--- config.mk ---
export PLATFORM = sky130hd
export DESIGN_NAME = cnn_conv_scheduler
export DESIGN_NICKNAME = d
export VERILOG_FILES = /design/src/rtl/cnn_pkg.sv /design/src/rtl/cnn_line_window.sv /design/src/rtl/cnn_conv_scheduler.sv
export SDC_FILE = /design/constraint.sdc
export NUM_CORES = 1
export LEC_CHECK = 0
export CELL_PAD_IN_SITES_DETAIL_PLACEMENT = 0
export CELL_PAD_IN_SITES_GLOBAL_PLACEMENT = 1
export CORE_MARGIN = 4
export CORE_UTILIZATION = 42
export CTS_CLUSTER_SIZE = 20
export DETAILED_ROUTE_END_ITERATION = 7
export GPL_TIMING_DRIVEN = 1
export PLACE_DENSITY_LB_ADDON = 0.1
export SLEW_MARGIN = 15
export SYNTH_ARGS = -nofsm -noshare
export SYNTH_HDL_FRONTEND = slang
export SYNTH_HIERARCHICAL = 1
export SYNTH_SLANG_ARGS = --single-unit
export TNS_END_PERCENT = 1
--- constraint.sdc ---
create_clock -name i_aclk -period 9.9 [get_ports i_aclk]
set_input_delay 2.97 -clock i_aclk [delete_from_list [all_inputs] [get_ports i_aclk]]
set_output_delay 2.97 -clock i_aclk [all_outputs]
set_load 0.01 [all_outputs]
--- src/rtl/cnn_pkg.sv ---
// Shared widths and FSM state type for the convolution scheduler.
package cnn_pkg;

    localparam int unsigned PIX_W    = 8;
    localparam int unsigned KER_TAPS = 9;
    localparam int unsigned RES_W    = 20;
    localparam int unsigned KER_W    = PIX_W * KER_TAPS;
    localparam int unsigned CONV_W   = 2 * KER_W;

    typedef enum logic [1:0] {
        StIdle,
        StRun,
        StDrain
    } state_e;

endpackage

--- src/rtl/cnn_line_window.sv ---
// Two line buffers plus a 3x3 sliding window over a raster-scanned image.
// The window is presented combinationally together with the pixel that completes it.
module cnn_line_window
    import cnn_pkg::*;
#(
    parameter int unsigned IMG_W = 8,
    parameter int unsigned IMG_H = 8
) (
    input  logic             i_clk,
    input  logic             i_rst,
    input  logic             i_pix_acc,
    input  logic [PIX_W-1:0] i_pix_data,
    output logic [KER_W-1:0] o_window,
    output logic             o_win_valid,
    output logic             o_last_pix
);

    localparam int unsigned ColW = $clog2(IMG_W);
    localparam int unsigned RowW = $clog2(IMG_H);
    localparam int unsigned ColBits = 3 * PIX_W;

    logic [ColW-1:0]    r_col;
    logic [RowW-1:0]    r_row;
    logic [PIX_W-1:0]   r_line0 [IMG_W];  // row r-2
    logic [PIX_W-1:0]   r_line1 [IMG_W];  // row r-1
    // Window columns c-2 and c-1, packed {top, mid, bottom}
    logic [ColBits-1:0] r_win_c0;
    logic [ColBits-1:0] r_win_c1;

    logic [PIX_W-1:0] w_top;
    logic [PIX_W-1:0] w_mid;
    logic             w_col_end;
    logic             w_row_end;

    assign w_top      = r_line0[r_col];
    assign w_mid      = r_line1[r_col];
    assign w_col_end  = (r_col == ColW'(IMG_W - 1));
    assign w_row_end  = (r_row == RowW'(IMG_H - 1));
    assign o_last_pix = w_col_end && w_row_end;
    // Column counter is cleared at each row start, so no window spans a row boundary
    assign o_win_valid = i_pix_acc && (r_row >= RowW'(2)) && (r_col >= ColW'(2));

    assign o_window = {r_win_c0[ColBits-1 -: PIX_W], r_win_c1[ColBits-1 -: PIX_W], w_top,
                       r_win_c0[2*PIX_W-1 -: PIX_W], r_win_c1[2*PIX_W-1 -: PIX_W], w_mid,
                       r_win_c0[PIX_W-1:0], r_win_c1[PIX_W-1:0], i_pix_data};

    // Raster position of the next pixel to arrive
    always_ff @(posedge i_clk) begin
        if (i_rst) begin
            r_col <= '0;
            r_row <= '0;
        end else if (i_pix_acc) begin
            if (w_col_end) begin
                r_col <= '0;
                r_row <= w_row_end ? '0 : r_row + 1'b1;
            end else begin
                r_col <= r_col + 1'b1;
            end
        end
    end

    // Pixel data path; stale contents are never used before being overwritten
    always_ff @(posedge i_clk) begin
        if (i_pix_acc) begin
            r_line0[r_col] <= r_line1[r_col];
            r_line1[r_col] <= i_pix_data;
            r_win_c0       <= r_win_c1;
            r_win_c1       <= {w_top, w_mid, i_pix_data};
        end
    end

endmodule

--- src/rtl/cnn_conv_scheduler.sv ---
// Frame sequencer: latches a kernel, streams windows to the conv engine and
// forwards engine results with tlast on the final result of each frame.
module cnn_conv_scheduler
    import cnn_pkg::*;
#(
    parameter int unsigned IMG_W = 8,
    parameter int unsigned IMG_H = 8
) (
    input  logic              i_aclk,
    input  logic              i_areset,
    input  logic [KER_W-1:0]  i_s_ker_tdata,
    input  logic              i_s_ker_tvalid,
    output logic              o_s_ker_tready,
    input  logic [PIX_W-1:0]  i_s_pix_tdata,
    input  logic              i_s_pix_tvalid,
    output logic              o_s_pix_tready,
    input  logic              i_s_pix_tlast,
    output logic [CONV_W-1:0] o_m_conv_tdata,
    output logic              o_m_conv_tvalid,
    input  logic              i_m_conv_tready,
    input  logic [RES_W-1:0]  i_s_res_tdata,
    input  logic              i_s_res_tvalid,
    output logic              o_s_res_tready,
    output logic [RES_W-1:0]  o_m_out_tdata,
    output logic              o_m_out_tvalid,
    input  logic              i_m_out_tready,
    output logic              o_m_out_tlast,
    output logic              o_busy,
    output logic              o_frame_err
);

    localparam int unsigned NumWin  = (IMG_W - 2) * (IMG_H - 2);
    localparam int unsigned ResCntW = $clog2(NumWin + 1);

    state_e              r_state;
    logic [KER_W-1:0]    r_kernel;
    logic                r_kernel_loaded;
    logic                r_frame_err;
    logic [CONV_W-1:0]   r_conv_data;
    logic                r_conv_valid;
    logic [ResCntW-1:0]  r_res_cnt;

    logic               w_active;
    logic               w_ker_ready;
    logic               w_pix_ready;
    logic               w_ker_acc;
    logic               w_pix_acc;
    logic               w_out_acc;
    logic               w_res_last;
    logic [KER_W-1:0]   w_window;
    logic               w_win_valid;
    logic               w_last_pix;

    // Input readiness; a kernel beat wins over a pixel in IDLE
    always_comb begin
        w_ker_ready = 1'b0;
        w_pix_ready = 1'b0;
        if (!i_areset) begin
            unique case (r_state)
                StIdle: begin
                    w_ker_ready = 1'b1;
                    w_pix_ready = r_kernel_loaded && !i_s_ker_tvalid;
                end
                StRun:   w_pix_ready = !r_conv_valid || i_m_conv_tready;
                default: ;
            endcase
        end
    end

    assign w_active   = (r_state != StIdle);
    assign w_ker_acc  = i_s_ker_tvalid && w_ker_ready;
    assign w_pix_acc  = i_s_pix_tvalid && w_pix_ready;
    assign w_out_acc  = w_active && i_s_res_tvalid && i_m_out_tready;
    assign w_res_last = (r_res_cnt == ResCntW'(NumWin - 1));

    assign o_s_ker_tready  = w_ker_ready;
    assign o_s_pix_tready  = w_pix_ready;
    assign o_m_conv_tdata  = r_conv_data;
    assign o_m_conv_tvalid = r_conv_valid;
    assign o_s_res_tready  = w_active && i_m_out_tready;
    assign o_m_out_tdata   = i_s_res_tdata;
    assign o_m_out_tvalid  = w_active && i_s_res_tvalid;
    assign o_m_out_tlast   = w_active && w_res_last;
    assign o_busy          = w_active;
    assign o_frame_err     = r_frame_err;

    cnn_line_window #(
        .IMG_W (IMG_W),
        .IMG_H (IMG_H)
    ) u_line_window (
        .i_clk       (i_aclk),
        .i_rst       (i_areset),
        .i_pix_acc   (w_pix_acc),
        .i_pix_data  (i_s_pix_tdata),
        .o_window    (w_window),
        .o_win_valid (w_win_valid),
        .o_last_pix  (w_last_pix)
    );

    // Frame FSM, kernel register and sticky tlast mismatch flag
    always_ff @(posedge i_aclk) begin
        if (i_areset) begin
            r_state         <= StIdle;
            r_kernel        <= '0;
            r_kernel_loaded <= 1'b0;
            r_frame_err     <= 1'b0;
        end else begin
            unique case (r_state)
                StIdle: begin
                    if (w_ker_acc) begin
                        r_kernel        <= i_s_ker_tdata;
                        r_kernel_loaded <= 1'b1;
                        r_frame_err     <= 1'b0;
                        r_state         <= StRun;
                    end else if (w_pix_acc) begin
                        r_state <= StRun;
                    end
                end
                StRun: begin
                    if (w_pix_acc && w_last_pix) r_state <= StDrain;
                end
                StDrain: begin
                    if (w_out_acc && w_res_last) r_state <= StIdle;
                end
                default: r_state <= StIdle;
            endcase
            // Kernel and pixel acceptance are exclusive, so this never races the clear
            if (w_pix_acc && (i_s_pix_tlast != w_last_pix)) r_frame_err <= 1'b1;
        end
    end

    // Window beat register, held until the engine takes it
    always_ff @(posedge i_aclk) begin
        if (i_areset) begin
            r_conv_data  <= '0;
            r_conv_valid <= 1'b0;
        end else if (w_win_valid) begin
            r_conv_data  <= {r_kernel, w_window};
            r_conv_valid <= 1'b1;
        end else if (i_m_conv_tready) begin
            r_conv_valid <= 1'b0;
        end
    end

    // Result counter locating the last result of the frame
    always_ff @(posedge i_aclk) begin
        if (i_areset) begin
            r_res_cnt <= '0;
        end else if (w_out_acc) begin
            r_res_cnt <= w_res_last ? '0 : r_res_cnt + 1'b1;
        end
    end

endmodule

### After elaboration in Yosys (flattened, before gate mapping)

Memory sizes are Yosys's and may differ from the RTL's. A register that Yosys moved wholly into a read port is not among the register bits.
Index checks and enable logic that the tools add are counted.
W data, S select, Z words.

* bits in writable memories: 128
* output and inout port bits: 172
* flip-flop bits (word level): 281
* memories: 2

* equality and inequality tests: 9
* order comparisons: 2
* mux-type cells: 23
* reduce and logical (&&, ||, !) cells: 25
* $add $sub $neg: 3

Memories
* u_line_window.r_line0: words 8, width 8, read ports 1, clocked after Yosys merged registers in 1, wr ports 1, RTL line cnn_line_window.sv:24 `logic [PIX_W-1:0] r_line0 [IMG_W];`
* u_line_window.r_line1: words 8, width 8, read ports 1, clocked after Yosys merged registers in 1, wr ports 1, RTL line cnn_line_window.sv:25 `logic [PIX_W-1:0] r_line1 [IMG_W];`

Operators by type and width (count)
* $mux W3: 6
* $logic_and A1 B1 Y1: 13
* $mux W1: 10
* $mux W2: 4
* $reduce_bool A2 Y1: 4
* $add A3 B1 Y3 const B: 2
* $add A6 B1 Y6 const B: 1
* $eq A3 B3 Y1 const B: 2
* $eq A6 B6 Y1 const B: 1
* $ge A3 B2 Y1 const B: 2
* $mux W6: 1
* $pmux W2 S3: 1
* $reduce_and A2 Y1: 3
* $ne A2 B2 Y1 const B: 2
* $ne A3 B2 Y1 const B: 1
* $reduce_and A3 Y1: 1
* $eq A2 B1 Y1 const B: 1
* $eq A2 B2 Y1 const B: 1
* $logic_not A1 Y1: 2
* $logic_not A2 Y1: 1
* $pmux W1 S2: 1
* $logic_or A1 B1 Y1: 1
* $ne A1 B1 Y1: 1

### Longest topological paths before layout

* word-level depth: 8
* depth in mapped cells: 12

### Hierarchy

The synthesis kept the hierarchy.

By module, submodules not included
* cnn_conv_scheduler: times used 1, area an instance 8234.1 µm², cells each 866
* cnn_line_window: times used 1, area an instance 6869.1 µm², cells each 291

### Worst setup path after synthesis

OpenSTA, ideal clock, no wires.

* path kind: input-to-reg
* from: input port i_s_ker_tvalid
* to: memory u_line_window.r_line0[0][0] (enable)
* path slack: 0.673 ns
* cell stages on the path: 5
* arrival time: 8.817 ns
* path through: nor3b_1 -> o21bai_1 -> nor3b_1 -> nand2b_1 -> nor3_1

* word-level cells in the longest chain between the ends: 7

RTL lines
* start, declared: RTL line cnn_conv_scheduler.sv:12 `input logic i_s_ker_tvalid,`
* $logic_not A1 Y1: RTL line cnn_conv_scheduler.sv:62 `w_pix_ready = r_kernel_loaded && !i_s_ker_tvalid;`
* $logic_and A1 B1 Y1: RTL line cnn_conv_scheduler.sv:62
* $pmux W1 S2: RTL line cnn_conv_scheduler.sv:59 `unique case (r_state)`
* $mux W1: RTL line cnn_conv_scheduler.sv:58 `if (!i_areset) begin`
* $logic_and A1 B1 Y1: RTL line cnn_conv_scheduler.sv:72 `assign w_pix_acc = i_s_pix_tvalid && w_pix_ready;`
* named net w_pix_acc: RTL line cnn_conv_scheduler.sv:47 `logic w_pix_acc;`
* $mux W1: RTL line cnn_line_window.sv:64 `if (i_pix_acc) begin`
* $mux W1 (implied by the code): RTL line cnn_line_window.sv:65 `r_line0[r_col] <= r_line1[r_col];`
* end, declared: RTL line cnn_line_window.sv:24

The timed path passes the listed nets, and every way through them passes these cells.

### Worst setup path after layout

* from: input port i_m_conv_tready
* to: output port o_s_pix_tready

* word-level cells in the longest chain between the ends: 3

RTL lines
* start, declared: RTL line cnn_conv_scheduler.sv:20 `input logic i_m_conv_tready,`
* $logic_or A1 B1 Y1: RTL line cnn_conv_scheduler.sv:64 `StRun: w_pix_ready = !r_conv_valid || i_m_conv_tready;`
* $pmux W1 S2: RTL line cnn_conv_scheduler.sv:59
* $mux W1: RTL line cnn_conv_scheduler.sv:58
* end, declared: RTL line cnn_conv_scheduler.sv:16 `output logic o_s_pix_tready,`

Every way passes these cells.

==> qor.csv <==
metric;value;unit
htreeDepth;2;
setup_tns;0;ns
worst_pin_slew;1.125;ns
drt-pass1-iter-count;4;
setup_viol;0;
drive_above_1_share;7.919;%
die_x;197.6;um
row_count;69;
die_area;39060;um2
synth_seq_cells;412;
die_y;197.6;um
min_from;u_line_window/r_win_c1[15]$_DFFE_PP_;
avgSynthCellArea;13.05;um2
outcome;finished clean;
synth_ff_type;dfxtp_1;
insertion_delay;0.54;ns
cts_tree;yes;
slew_viol_final;0;
yosysUniqueCellTypes;46;
start_util;42.56;%
hold_depth;0;
ys_warn_count;6;
r2r_slack;5.95;ns
track_usage;16.46;%
synth_fp_nets;1272;
final_nets;1469;
worst_slew_margin_rel;24.84;%
grt_pass1_vias;9080;
async_flop_share;0;%
powerDensity;185.8;nW/um2
core_area;35480;um2
crit_required;6.93;ns
hp-class;reg -> reg;
antenna_found_initial;0;
drc_errors;0;
ant_nets;0;
post_cts_buffers;0;
slowest_stage;clkdlybuf4s50_1;
hold_viol;0;
finalWirelength;33080;um
grt_overflow;0;
io_pins;280;
ir_worst_vdd;0.1723;mV
fin_crit_sh;76.62;%
start_kind;input port;
pre_cts_slack;2.318;ns
n_antenna_cell;0;
holdBufCountCts;0;
critPathArrivalTime;4.62;ns
area_growth_syn_to_layout;25.88;%
min_to;u_line_window/r_win_c0[15]$_DFFE_PP_;
drv_cap;0;
cts_num_sinks;412;
worstPathMaxFanout;4;
wl_per_cell;17.88;um
timing_worst_setup_path_type;in -> out;
rr_worst_depth;9;
max_freq;0.1318;GHz
finClkSkew;0.01528;ns
rsz0062_at_grt;false;
place_congestion;0.7086;
synth-edff-count;176;
grt_pass1_wl;51450;um
total_power;0.003532;W
crit_path_end_kind;output pin;
viasPerCell;4.911;
synthesis.area;15100;um2
synthCells;1157;
crit_path_max_incr_delay;0.51;ns
rr_endpoint;o_m_conv_tdata[71]$_SDFFE_PP0P_;
cts_buffer_depth;3;
crit_chain;clkdlybuf4s50_1, nor2b_1, nor2b_1, o21bai_1, nor2_1, clkdlybuf4s50_1;
leakagePower;6.316;nW
period_needed;7.586;ns
reg2reg_from;r_state[0]$_SDFFE_PP0P_;
synth_seq_area_share;66.27;%
io_buffer_count;239;
root_buffer;clkbuf_16;
cts_made_buffers;44;
cts.clk_slew.worst_paths;0.06;ns
place_hpwl;20110;um
drt_iter0_markers;291;
num_vias;9085;
setup_slack;2.314;ns
cts-resized-gates;0;
fillers;3025;
grt_max_degree;89;
-- critical path: cells and delay by family --
kind | cells | cell delay (ns)
buf+inv | 2 | 0.91
simple gates | 3 | 0.47
compound gates | 1 | 0.27
-- placed cells by master (no fill, tap or decap), drive strengths merged, types with 2 or more instances in the layout --
master and count:
edfxtp 176, nor2b 5, clkinv 14, o21ai 73
nand2b 4, mux2i 145, or3 2, ha 7
bufinv 2, or3b 2, mux2 16, xor2 3
nor3 4, dfxtp 236, nand4 2, nor2 162
clkbuf 62, inv 7, a211oi 2, nand3 6
mux4 32, nor3b 2, a21bo 2, and2 2
nand2 153, a21oi 8, clkdlybuf4s50 238, buf 9
-- cells by family after synthesis --
kind of cell	count (synthesis)	synth area share, %
fa+ha+maj	7	0.5799
simple gates	348	9.245
mux	193	16.27
xor+xnor	3	0.1740
compound gates	93	3.339
flops	412	66.27
buf+inv	101	4.117
-- power breakdown --
part / leakage (nW) / switching [W] / internal, W
Combinational: 2.12 / 0.0000729 / 0.0000616
Clock: 0.692 / 0.000640 / 0.000934
Sequential: 3.51 / 0.0000173 / 0.00181
Total: 6.32 / 0.000730 / 0.00280
-- cell type report --
| type | count | area [um2] | area share, % |
|---|---|---|---|
| clock buffer | 62 | 1250 | 6.575 |
| clock inverter | 19 | 152.6 | 0.8029 |
| inverter | 5 | 20.02 | 0.1053 |
| multi-input combinational | 644 | 4524 | 23.80 |
| sequential | 412 | 10010 | 52.65 |
| tap | 461 | 576.8 | 3.034 |
| timing repair buffer | 247 | 2479 | 13.04 |
-- cells in the mapped netlist (all sizes together) (6+ instances only) --
| cell | n | area (um2) |
|---|---|---|
| a21oi | 8 | 40.04 |
| clkbuf | 29 | 116.4 |
| o21ai | 73 | 365.3 |
| nor2 | 162 | 608.1 |
| dfxtp | 236 | 4725 |
| mux2 | 16 | 180.2 |
| mux4 | 32 | 825.8 |
| buf | 67 | 486.7 |
| edfxtp | 176 | 5285 |
| nand2 | 153 | 574.3 |
| mux2i | 145 | 1451 |
| nand3 | 6 | 30.03 |
| ha | 7 | 87.58 |
-- metrics by stage --
stage / hold slack (ns) / instance area [um2] / util [%] / std cells
after global routing: 0.4551 / 19010 / 53.58 / 1850
after detailed placement: 0.4354 / 17610 / 49.63 / 1769
after global placement: 0.4298 / 17610 / 49.63 / 1769
after CTS: 0.4493 / 19010 / 53.58 / 1850
final: 0.4476 / 19010 / 53.58 / 1850
after floorplan: 0.4261 / 15100 / - / 1157
-- layer usage --
metal / GRT usage, % / wire length [um]
met3: 4.349 / 2071
met4: 3.800 / 571
met2: 26.19 / 15340
met1: 22.86 / 15100
met5: 0 / 0
-- worst max-delay path by stage --
| stage | slack, ns | depth (start not counted) | endpoint | start |
|---|---|---|---|---|
| 2_1_floorplan | 0.67 | 5 | u_line_window/r_line0[0][0]$_DFFE_PP_ | i_s_ker_tvalid |
| 5_1_grt | 2.18 | 6 | o_s_pix_tready | i_m_conv_tready |
| 6_report | 2.31 | 6 | o_s_pix_tready | i_m_conv_tready |
| 4_1_cts | 2.30 | 6 | o_s_pix_tready | i_m_conv_tready |
| 3_3_place_gp | 2.31 | 6 | o_s_pix_tready | i_m_conv_tready |
| 3_5_place_dp | 2.32 | 6 | o_s_pix_tready | i_m_conv_tready |
-- sequential cells by signal (all words and copies together), names as in the netlist, named ones only --
name / cells
u_line_window/r_line0: 64
r_kernel_loaded: 1
u_line_window/r_win_c1: 24
u_line_window/r_col: 3
r_state: 2
o_frame_err: 1
u_line_window/r_row: 3
u_line_window/r_win_c0: 24
r_res_cnt: 6
o_m_conv_tdata: 144
o_m_conv_tvalid: 1
r_kernel: 72
u_line_window/r_line1: 64
No activity file was read; power rests on OpenSTA's default activity.
